==> src/rtl/dmem_arb_pkg.sv <==
// Shared types for the DMem arbiter: FSM state encoding and owner constants.
package dmem_arb_pkg;

    typedef enum logic [1:0] {
        IDLE   = 2'd0,
        ACCESS = 2'd1,
        DONE   = 2'd2
    } arb_state_e;

    localparam logic OWNER_A = 1'b0;
    localparam logic OWNER_B = 1'b1;

endpackage

==> src/rtl/dmem_arbiter_if.sv <==
// Requester/DMem bundle for dmem_arbiter. The slave modport is the arbiter's
// view; the master modport is the requester and memory side.
interface dmem_arbiter_if #(
    parameter int ADDR_WIDTH = 32,
    parameter int DATA_WIDTH = 32
);
    logic                  req_a;
    logic                  req_b;
    logic                  we_a;
    logic                  we_b;
    logic [ADDR_WIDTH-1:0] addr_a;
    logic [ADDR_WIDTH-1:0] addr_b;
    logic [DATA_WIDTH-1:0] wdata_a;
    logic [DATA_WIDTH-1:0] wdata_b;
    logic                  gnt_a;
    logic                  gnt_b;
    logic                  ack_a;
    logic                  ack_b;
    logic [DATA_WIDTH-1:0] rdata;
    logic [ADDR_WIDTH-1:0] mem_addr;
    logic [DATA_WIDTH-1:0] mem_wdata;
    logic                  mem_write;
    logic [DATA_WIDTH-1:0] mem_rdata;

    modport slave (
        input  req_a, req_b, we_a, we_b, addr_a, addr_b, wdata_a, wdata_b, mem_rdata,
        output gnt_a, gnt_b, ack_a, ack_b, rdata, mem_addr, mem_wdata, mem_write
    );

    modport master (
        output req_a, req_b, we_a, we_b, addr_a, addr_b, wdata_a, wdata_b, mem_rdata,
        input  gnt_a, gnt_b, ack_a, ack_b, rdata, mem_addr, mem_wdata, mem_write
    );
endinterface

==> src/rtl/dmem_arbiter_rr_arb2.sv <==
// rr_arb2: combinational two-way picker. Round-robin on ties by default;
// define DMEM_ARB_FIXED_PRIO_EN to make port A always win ties.
module rr_arb2
    import dmem_arb_pkg::*;
(
    input  logic req_a,
    input  logic req_b,
    input  logic last_grant,
    output logic grant_valid,
    output logic grant_owner
);
    always_comb begin
        grant_valid = req_a | req_b;
        grant_owner = OWNER_A;
        if (req_a && req_b) begin
`ifdef DMEM_ARB_FIXED_PRIO_EN
            grant_owner = OWNER_A;
`else
            // The port that did not win last time takes the tie.
            grant_owner = (last_grant == OWNER_A) ? OWNER_B : OWNER_A;
`endif
        end else if (req_b) begin
            grant_owner = OWNER_B;
        end
    end
endmodule

==> src/rtl/dmem_arbiter.sv <==
// dmem_arbiter: shares single-port DMem between port A (CPU) and port B (debug).
// IDLE -> ACCESS -> DONE sequencer; tie policy selected by DMEM_ARB_FIXED_PRIO_EN.
module dmem_arbiter
    import dmem_arb_pkg::*;
#(
    parameter int ADDR_WIDTH = 32,
    parameter int DATA_WIDTH = 32
) (
    input  logic          Clk,
    input  logic          Reset,
    dmem_arbiter_if.slave bus
);
    arb_state_e            state_q, state_d;
    logic                  owner_q;
    logic                  last_grant_q;
    logic [DATA_WIDTH-1:0] rdata_q;
    logic                  grant_valid;
    logic                  grant_owner;
    logic                  sel_we;
    logic [ADDR_WIDTH-1:0] sel_addr;
    logic [DATA_WIDTH-1:0] sel_wdata;

    rr_arb2 u_arb (
        .req_a       (bus.req_a),
        .req_b       (bus.req_b),
        .last_grant  (last_grant_q),
        .grant_valid (grant_valid),
        .grant_owner (grant_owner)
    );

    assign sel_we    = (owner_q == OWNER_B) ? bus.we_b    : bus.we_a;
    assign sel_addr  = (owner_q == OWNER_B) ? bus.addr_b  : bus.addr_a;
    assign sel_wdata = (owner_q == OWNER_B) ? bus.wdata_b : bus.wdata_a;

    always_ff @(posedge Clk or posedge Reset) begin
        if (Reset) state_q <= IDLE;
        else       state_q <= state_d;
    end

    // Requests are only looked at in IDLE; ACCESS and DONE always last one cycle.
    always_comb begin
        state_d = state_q;
        case (state_q)
            IDLE:    if (grant_valid) state_d = ACCESS;
            ACCESS:  state_d = DONE;
            DONE:    state_d = IDLE;
            default: state_d = IDLE;
        endcase
    end

    always_ff @(posedge Clk or posedge Reset) begin
        if (Reset) begin
            owner_q      <= OWNER_A;
            last_grant_q <= OWNER_B;
            rdata_q      <= '0;
        end else begin
            if (state_q == IDLE && grant_valid) begin
                owner_q      <= grant_owner;
                last_grant_q <= grant_owner;
            end
            if (state_q == ACCESS && !sel_we) rdata_q <= bus.mem_rdata;
        end
    end

    // Memory bus is zero outside ACCESS, so an async reset kills mem_write at once.
    always_comb begin
        bus.gnt_a     = (state_q != IDLE) && (owner_q == OWNER_A);
        bus.gnt_b     = (state_q != IDLE) && (owner_q == OWNER_B);
        bus.ack_a     = (state_q == DONE) && (owner_q == OWNER_A);
        bus.ack_b     = (state_q == DONE) && (owner_q == OWNER_B);
        bus.rdata     = rdata_q;
        bus.mem_write = 1'b0;
        bus.mem_addr  = '0;
        bus.mem_wdata = '0;
        if (state_q == ACCESS) begin
            bus.mem_write = sel_we;
            bus.mem_addr  = sel_addr;
            bus.mem_wdata = sel_wdata;
        end
    end
endmodule
==> src/flat_wrapper.sv <==
// flat-port wrapper written by rule: the top's interface ports become plain ports
module dmem_arbiter_flat import dmem_arb_pkg::*;
#(
    parameter int ADDR_WIDTH = 32,
    parameter int DATA_WIDTH = 32
)
  (Clk, Reset, bus_req_a, bus_req_b, bus_we_a, bus_we_b, bus_addr_a, bus_addr_b, bus_wdata_a, bus_wdata_b, bus_mem_rdata, bus_gnt_a, bus_gnt_b, bus_ack_a, bus_ack_b, bus_rdata, bus_mem_addr, bus_mem_wdata, bus_mem_write);
  dmem_arbiter_if #(.ADDR_WIDTH(ADDR_WIDTH), .DATA_WIDTH(DATA_WIDTH)) bus_i ();
  input  logic Clk;
  input  logic Reset;
  input wire logic [$bits(bus_i.req_a)-1:0] bus_req_a;
  input wire logic [$bits(bus_i.req_b)-1:0] bus_req_b;
  input wire logic [$bits(bus_i.we_a)-1:0] bus_we_a;
  input wire logic [$bits(bus_i.we_b)-1:0] bus_we_b;
  input wire logic [$bits(bus_i.addr_a)-1:0] bus_addr_a;
  input wire logic [$bits(bus_i.addr_b)-1:0] bus_addr_b;
  input wire logic [$bits(bus_i.wdata_a)-1:0] bus_wdata_a;
  input wire logic [$bits(bus_i.wdata_b)-1:0] bus_wdata_b;
  input wire logic [$bits(bus_i.mem_rdata)-1:0] bus_mem_rdata;
  output wire logic [$bits(bus_i.gnt_a)-1:0] bus_gnt_a;
  output wire logic [$bits(bus_i.gnt_b)-1:0] bus_gnt_b;
  output wire logic [$bits(bus_i.ack_a)-1:0] bus_ack_a;
  output wire logic [$bits(bus_i.ack_b)-1:0] bus_ack_b;
  output wire logic [$bits(bus_i.rdata)-1:0] bus_rdata;
  output wire logic [$bits(bus_i.mem_addr)-1:0] bus_mem_addr;
  output wire logic [$bits(bus_i.mem_wdata)-1:0] bus_mem_wdata;
  output wire logic [$bits(bus_i.mem_write)-1:0] bus_mem_write;
  assign bus_i.req_a = bus_req_a;
  assign bus_i.req_b = bus_req_b;
  assign bus_i.we_a = bus_we_a;
  assign bus_i.we_b = bus_we_b;
  assign bus_i.addr_a = bus_addr_a;
  assign bus_i.addr_b = bus_addr_b;
  assign bus_i.wdata_a = bus_wdata_a;
  assign bus_i.wdata_b = bus_wdata_b;
  assign bus_i.mem_rdata = bus_mem_rdata;
  assign bus_gnt_a = bus_i.gnt_a;
  assign bus_gnt_b = bus_i.gnt_b;
  assign bus_ack_a = bus_i.ack_a;
  assign bus_ack_b = bus_i.ack_b;
  assign bus_rdata = bus_i.rdata;
  assign bus_mem_addr = bus_i.mem_addr;
  assign bus_mem_wdata = bus_i.mem_wdata;
  assign bus_mem_write = bus_i.mem_write;
  dmem_arbiter #(.ADDR_WIDTH(ADDR_WIDTH), .DATA_WIDTH(DATA_WIDTH)) u_core (.Clk(Clk), .Reset(Reset), .bus(bus_i));
endmodule
==> config.mk <==
export PLATFORM = sky130hd
export DESIGN_NAME = dmem_arbiter_flat
export DESIGN_NICKNAME = d
export VERILOG_FILES = /design/src/rtl/dmem_arb_pkg.sv /design/src/rtl/dmem_arbiter_if.sv /design/src/rtl/dmem_arbiter_rr_arb2.sv /design/src/rtl/dmem_arbiter.sv /design/src/flat_wrapper.sv
export SDC_FILE = /design/constraint.sdc
export NUM_CORES = 1
export LEC_CHECK = 0
export BUFFER_PORTS_ARGS = -buffer_cell sky130_fd_sc_hd__buf_2
export CAP_MARGIN = 10
export CORE_AREA = 2 2 104 106
export DETAILED_ROUTE_END_ITERATION = 7
export DIE_AREA = 0 0 106 108
export PLACE_DENSITY = 0.71
export SYNTH_ARGS = -nofsm -noshare
export SYNTH_HDL_FRONTEND = slang
export SYNTH_SLANG_ARGS = --single-unit
==> constraint.sdc <==
create_clock -name Clk -period 2.2 [get_ports Clk]
set_clock_uncertainty 0.2 [all_clocks]
set_input_delay 0.11 -clock Clk [delete_from_list [all_inputs] [get_ports Clk]]
set_output_delay 0.11 -clock Clk [all_outputs]
set_load 0.02 [all_outputs]
==> results of run 1 <==
==> cell usage after synthesis <==
cell      instances
a21oi_1           1
a31oi_1           1
a32o_1            1
and3b_1           1
buf_1             5
buf_2             7
buf_4             2
buf_6             3
clkbuf_1          1
dfrtp_1          35
dfstp_2           1
inv_1             2
mux2_2            2
mux2_4           30
mux2i_1          64
mux2i_4           1
nand2_1           2
nand2_4           1
nand2b_1          1
nor2_1           67
nor2b_1           1
nor3b_1           1
o21a_1            1
==> per-stage QoR <==
stage,instance area [um2],hold WS (ps),utilization
after floorplan,2480,-20.0,-
after global routing,4360,327,0.426
final,4360,275,0.426
after global placement,3920,18.4,0.383
after CTS,4360,281,0.426
after detailed placement,3920,42.3,0.383
==> area by class of cell <==
class | instances | area (um2) | area share
multi-input combinational | 175 | 1470 | 0.336
clock inverter | 1 | 8.76 | 0.00201
inverter | 2 | 7.51 | 0.00172
clock buffer | 7 | 76.3 | 0.0175
sequential | 36 | 906 | 0.208
timing repair buffer | 305 | 1730 | 0.396
tap | 136 | 170 | 0.0390
==> path summary, 6_finish.rpt <==
path | slack, ps | startpoint | end
setup / recovery | 180 | u_core.owner_q$_DFFE_PP0P_ | bus_mem_wdata[6]
hold / removal | 280 | Reset | u_core.bus.rdata[18]$_DFFE_PP0P_
setup reg to reg | 310 | u_core.state_q[0]$_DFFE_PP0P_ | u_core.last_grant_q$_DFFE_PP1P_
hold reg to reg | 300 | u_core.bus.rdata[21]$_DFFE_PP0P_ | u_core.bus.rdata[21]$_DFFE_PP0P_
max in group asynchronous | 1180 | Reset | u_core.owner_q$_DFFE_PP0P_
min in group Clk | 300 | u_core.bus.rdata[21]$_DFFE_PP0P_ | u_core.bus.rdata[21]$_DFFE_PP0P_
==> sequential cells by signal, indices dropped and copies added (netlist names) <==
signal / cells
u_core.owner_q: 1
u_core.last_grant_q: 1
u_core.bus.rdata: 32
u_core.state_q: 2
==> worst min-delay path: stages <==
cell	delay, ps
dlygate4sd3_1	540
buf_2	120
inv_1	40
buf_4	380
==> layer usage <==
metal	global-route usage	share of wire	vias up
li1	-	-	1371
met1	0.171	0.37	1294
met2	0.287	0.54	134
met3	0.0307	0.072	12
met4	0.0385	0.016	0
met5	0	0	-
==> where the power goes <==
| group | internal (W) | total, W | switching [W] |
|---|---|---|---|
| sequential | 0.00102 | 0.00124 | 0.000221 |
| combinational | 0.00174 | 0.00397 | 0.00224 |
| clock | 0.000226 | 0.000450 | 0.000224 |
| total | 0.00298 | 0.00566 | 0.00268 |
==> cells by family after synthesis <==
group,share of synthesized area
flops,0.364
simple gates,0.121
compound gates,0.0116
mux,0.458
buf+inv,0.0459
==> reports/results.ini, run 1 <==
[setup_path]
crit_type = flip-flop to primary output
start_kind = flip-flop
worstPathBufferInverterCount = 2
critPathMaxStageDelay_ps = 450
path_max_fanout = 69
crit_path_end_kind = primary output
reg2reg_depth = 4
cp.depth = 4
slowest_stage = dfrtp_4
critPathTopFamily = buffers and inverters
arrival_ps = 1710
required_ps = 1890
path_cells = buf_12, mux2i_1, nor2_1, buf_2

[sta]
rsz0062_at_grt = no
finalSetupTns_ps = 0
maxSlewHeadroom = 0.577
worst_slack_ps = 183
tightest_slew_ps = 634
min_period_ps = 2020
fmax_mhz = 496
slew_viol_final = 0
setup_viol = 0
hold_viol = 0
fin_crit_sh = 0.917

[routing]
wirelength_mm = 9.34
vias = 2811
dr.pass1.iters = 4
drc = 0
postRouteAntennaNets = 0
via_per_inst = 4.25
drt_iter0_markers = 190
wl_per_cell_um = 14.1

[yosys]
ys_warn_count = 0
synth-seq-cells = 36
synth_seq_area_share = 0.364
synth_top_area_share = 0.353
yosysUniqueCellTypes = 23
syn_inst = 231
ys_top_cells_by_area = dfrtp_1 (35%), mux2i_1 (26%), mux2_4 (18%), nor2_1 (10%), buf_2 (1.4%)
synth_area_leader_cell = dfrtp_1
avgSynthCellArea_um2 = 10.7
synth_nets = 397
syn_area_um2 = 2480

[power]
total_power_w = 0.00566
p_per_area_nw_per_um2 = 1300
p_leak_nw = 2.58
vdd_drop_max_mv = 0.729

[clock_tree]
worstSkewPairLatency_ps = 280
tritoncts = done
cts_inserted_buffers = 5
postCtsHoldBufs = 36
clock_sink_count = 36
ctsRootBufferMaster = clkbuf_8
cts.path.max_buffers = 2
clk_pin_slew_ps = 70
ctsHtreeMaxLevel = 2
cts_resized = 0
cts_setup_buffers = 0

[placed_design]
dp_hpwl_mm = 7.32
placed_cells = 618
pre_cts_slack_ps = 328
portBuffers = 266
routabilityCongestion = 0.757

[cells_and_area]
layout-drive-gt1-share = 0.593
nFillCells = 992
n_antenna_cell = 0
final_cell_mix = buf_2 (266), nor2_1 (67), mux2i_1 (64), dlygate4sd3_1 (36), dfrtp_1 (34)
layout.cells.most_common = buf_2
finalNetCount = 691
syn2layout_area_growth_pct = 75.9
fin_cells = 662

[global_route]
grt_pass1_wl_mm = 13.8
grt-ovfl-total = 0
grt_pass1_vias = 2807
grt_max_degree = 70
track_usage = 0.151
antenna_found_initial = 1

[floorplan]
start_util = 0.242
ioPinCount = 267
die_w_um = 106
rows = 37
die_y_um = 108
core-area_um2 = 10200
dieArea_um2 = 11400

[job]
drv_cap = 0

[outcome]
status = finished clean

[worst_hold_path]
hold_class = primary input to async pin

Power figures use the tool's default switching activity.
==> run 2, diff against run 1 <==
--- a/config.mk
+++ b/config.mk
@@ -11,6 +11,7 @@
 export DETAILED_ROUTE_END_ITERATION = 7
 export DIE_AREA = 0 0 106 108
 export PLACE_DENSITY = 0.71
+export RECOVER_POWER = 100
 export SYNTH_ARGS = -nofsm -noshare
 export SYNTH_HDL_FRONTEND = slang
 export SYNTH_SLANG_ARGS = --single-unit
==> reports/results.ini, run 2 (same netlist as run 1, synthesis figures left out) <==
[worst_hold_path]
min_to = u_core.bus.rdata[13]$_DFFE_PP0P_
min_from = u_core.bus.rdata[13]$_DFFE_PP0P_
hold_class = flip-flop to flip-flop
min_path_cells = 1

[cells_and_area]
layout-drive-gt1-share = 0.348
n_antenna_cell = 0
layout.cells.most_common = buf_2
largest_reg_flops = 32
syn2layout_area_growth_pct = 65.9
final_cell_mix = buf_2 (167), clkbuf_1 (101), nor2_1 (67), mux2i_1 (65), dlygate4sd3_1 (36)
finalNetCount = 691
nFillCells = 1097

[setup_path]
start_kind = flip-flop
required_ps = 1890
crit_start = u_core.owner_q$_DFFE_PP0P_
critPathMaxStageDelay_ps = 440
arrival_ps = 1720
crit_type = flip-flop to primary output
crit_path_end_kind = primary output
r2r_end = u_core.last_grant_q$_DFFE_PP1P_
r2r_start = u_core.state_q[0]$_DFFE_PP0P_
path_max_fanout = 69
rrSetupSlack_ps = 310
slowest_stage = dfrtp_4
reg2reg_depth = 4
path_cells = buf_12, mux2i_1, nor2_1, clkbuf_1

[floorplan]
dieArea_um2 = 11400
start_util = 0.242
core-area_um2 = 10200
die_y_um = 108
die_w_um = 106
rows = 37
ioPinCount = 267

[global_route]
grt_pass1_wl_mm = 13.8
track_usage = 0.151
grt_pass1_vias = 2807
grt_max_degree = 70
grt-ovfl-total = 0
antenna_found_initial = 1

[clock_tree]
cts.path.max_buffers = 2
clock_sink_count = 36
ctsHtreeMaxLevel = 2
ctsRootBufferMaster = clkbuf_8
postCtsHoldBufs = 36
cts_inserted_buffers = 5
cts_setup_buffers = 0
tritoncts = done
cts_resized = 0
worstSkewPairLatency_ps = 280
clk_pin_slew_ps = 70

[sta]
fmax_mhz = 493
slew_viol_final = 0
rsz0062_at_grt = no
hold_viol = 0
finalSetupTns_ps = 0
setup_viol = 0
fin_crit_sh = 0.923
min_period_ps = 2030
maxSlewHeadroom = 0.428
tightest_slew_ps = 858

[placed_design]
routabilityCongestion = 0.757
portBuffers = 266
dp_hpwl_mm = 7.32

[job]
drv_cap = 0

[routing]
drc = 0
wirelength_mm = 9.45
postRouteAntennaNets = 0
wl_per_cell_um = 14.3
dr.pass1.iters = 4
drt_iter0_markers = 224
vias = 2794
via_per_inst = 4.22

[power]
total_power_w = 0.00516
vdd_drop_max_mv = 0.665
p_per_area_nw_per_um2 = 1260
p_leak_nw = 2.08

[outcome]
status = finished clean

[run 2: where the power goes]
group	internal, W	switching (W)
Sequential	0.00102	0.000215
Combinational	0.00124	0.00224
Clock	0.000226	0.000227
[run 2: worst max-delay path by stage]
stage                                       end  cells after the start
6_report                       bus_mem_wdata[3]                      4
5_1_grt                        bus_mem_addr[23]                      4
4_1_cts                        bus_mem_wdata[6]                      4
3_5_place_dp   u_core.bus.rdata[21]$_DFFE_PP0P_                      3
3_3_place_gp   u_core.bus.rdata[21]$_DFFE_PP0P_                      3
2_1_floorplan                  bus_mem_addr[10]                      5
[run 2: layer usage]
metal,GRT usage,share of wire,vias to the layer above
li1,-,-,1375
met3,0.0307,0.075,16
met5,0,0,-
met2,0.287,0.53,140
met4,0.0385,0.018,0
met1,0.171,0.38,1263
[run 2: through the flow]
stage | cells | setup slack (ps) | utilization | hold slack (ps) | area (um2)
4_1_cts | 662 | 186 | 0.426 | 281 | 4360
5_1_grt | 662 | 100 | 0.402 | 314 | 4110
2_1_floorplan | 231 | 622 | - | -20.0 | 2480
6_report | 662 | 170 | 0.402 | 297 | 4110
3_3_place_gp | 618 | 357 | 0.383 | 18.4 | 3920
3_5_place_dp | 618 | 328 | 0.383 | 42.3 | 3920
[run 2: final cells by class]
cell class              instances  area (um2)  area share
repair buffers                305        1600       0.389
multi-input cells             175        1350       0.327
flip-flops and latches         36         906       0.220
well taps                     136         170      0.0414
clock buffers                   7        76.3      0.0186
clock inverters                 1        8.76     0.00213
inverters                       2        7.51     0.00182
[run 2: critical path, delay by kind of cell, from the launching register on]
family,cells,cell delay (ps)
flip-flops,1,440
buffers and inverters,2,550
multiplexers,1,290
AND/OR/NAND/NOR,1,60
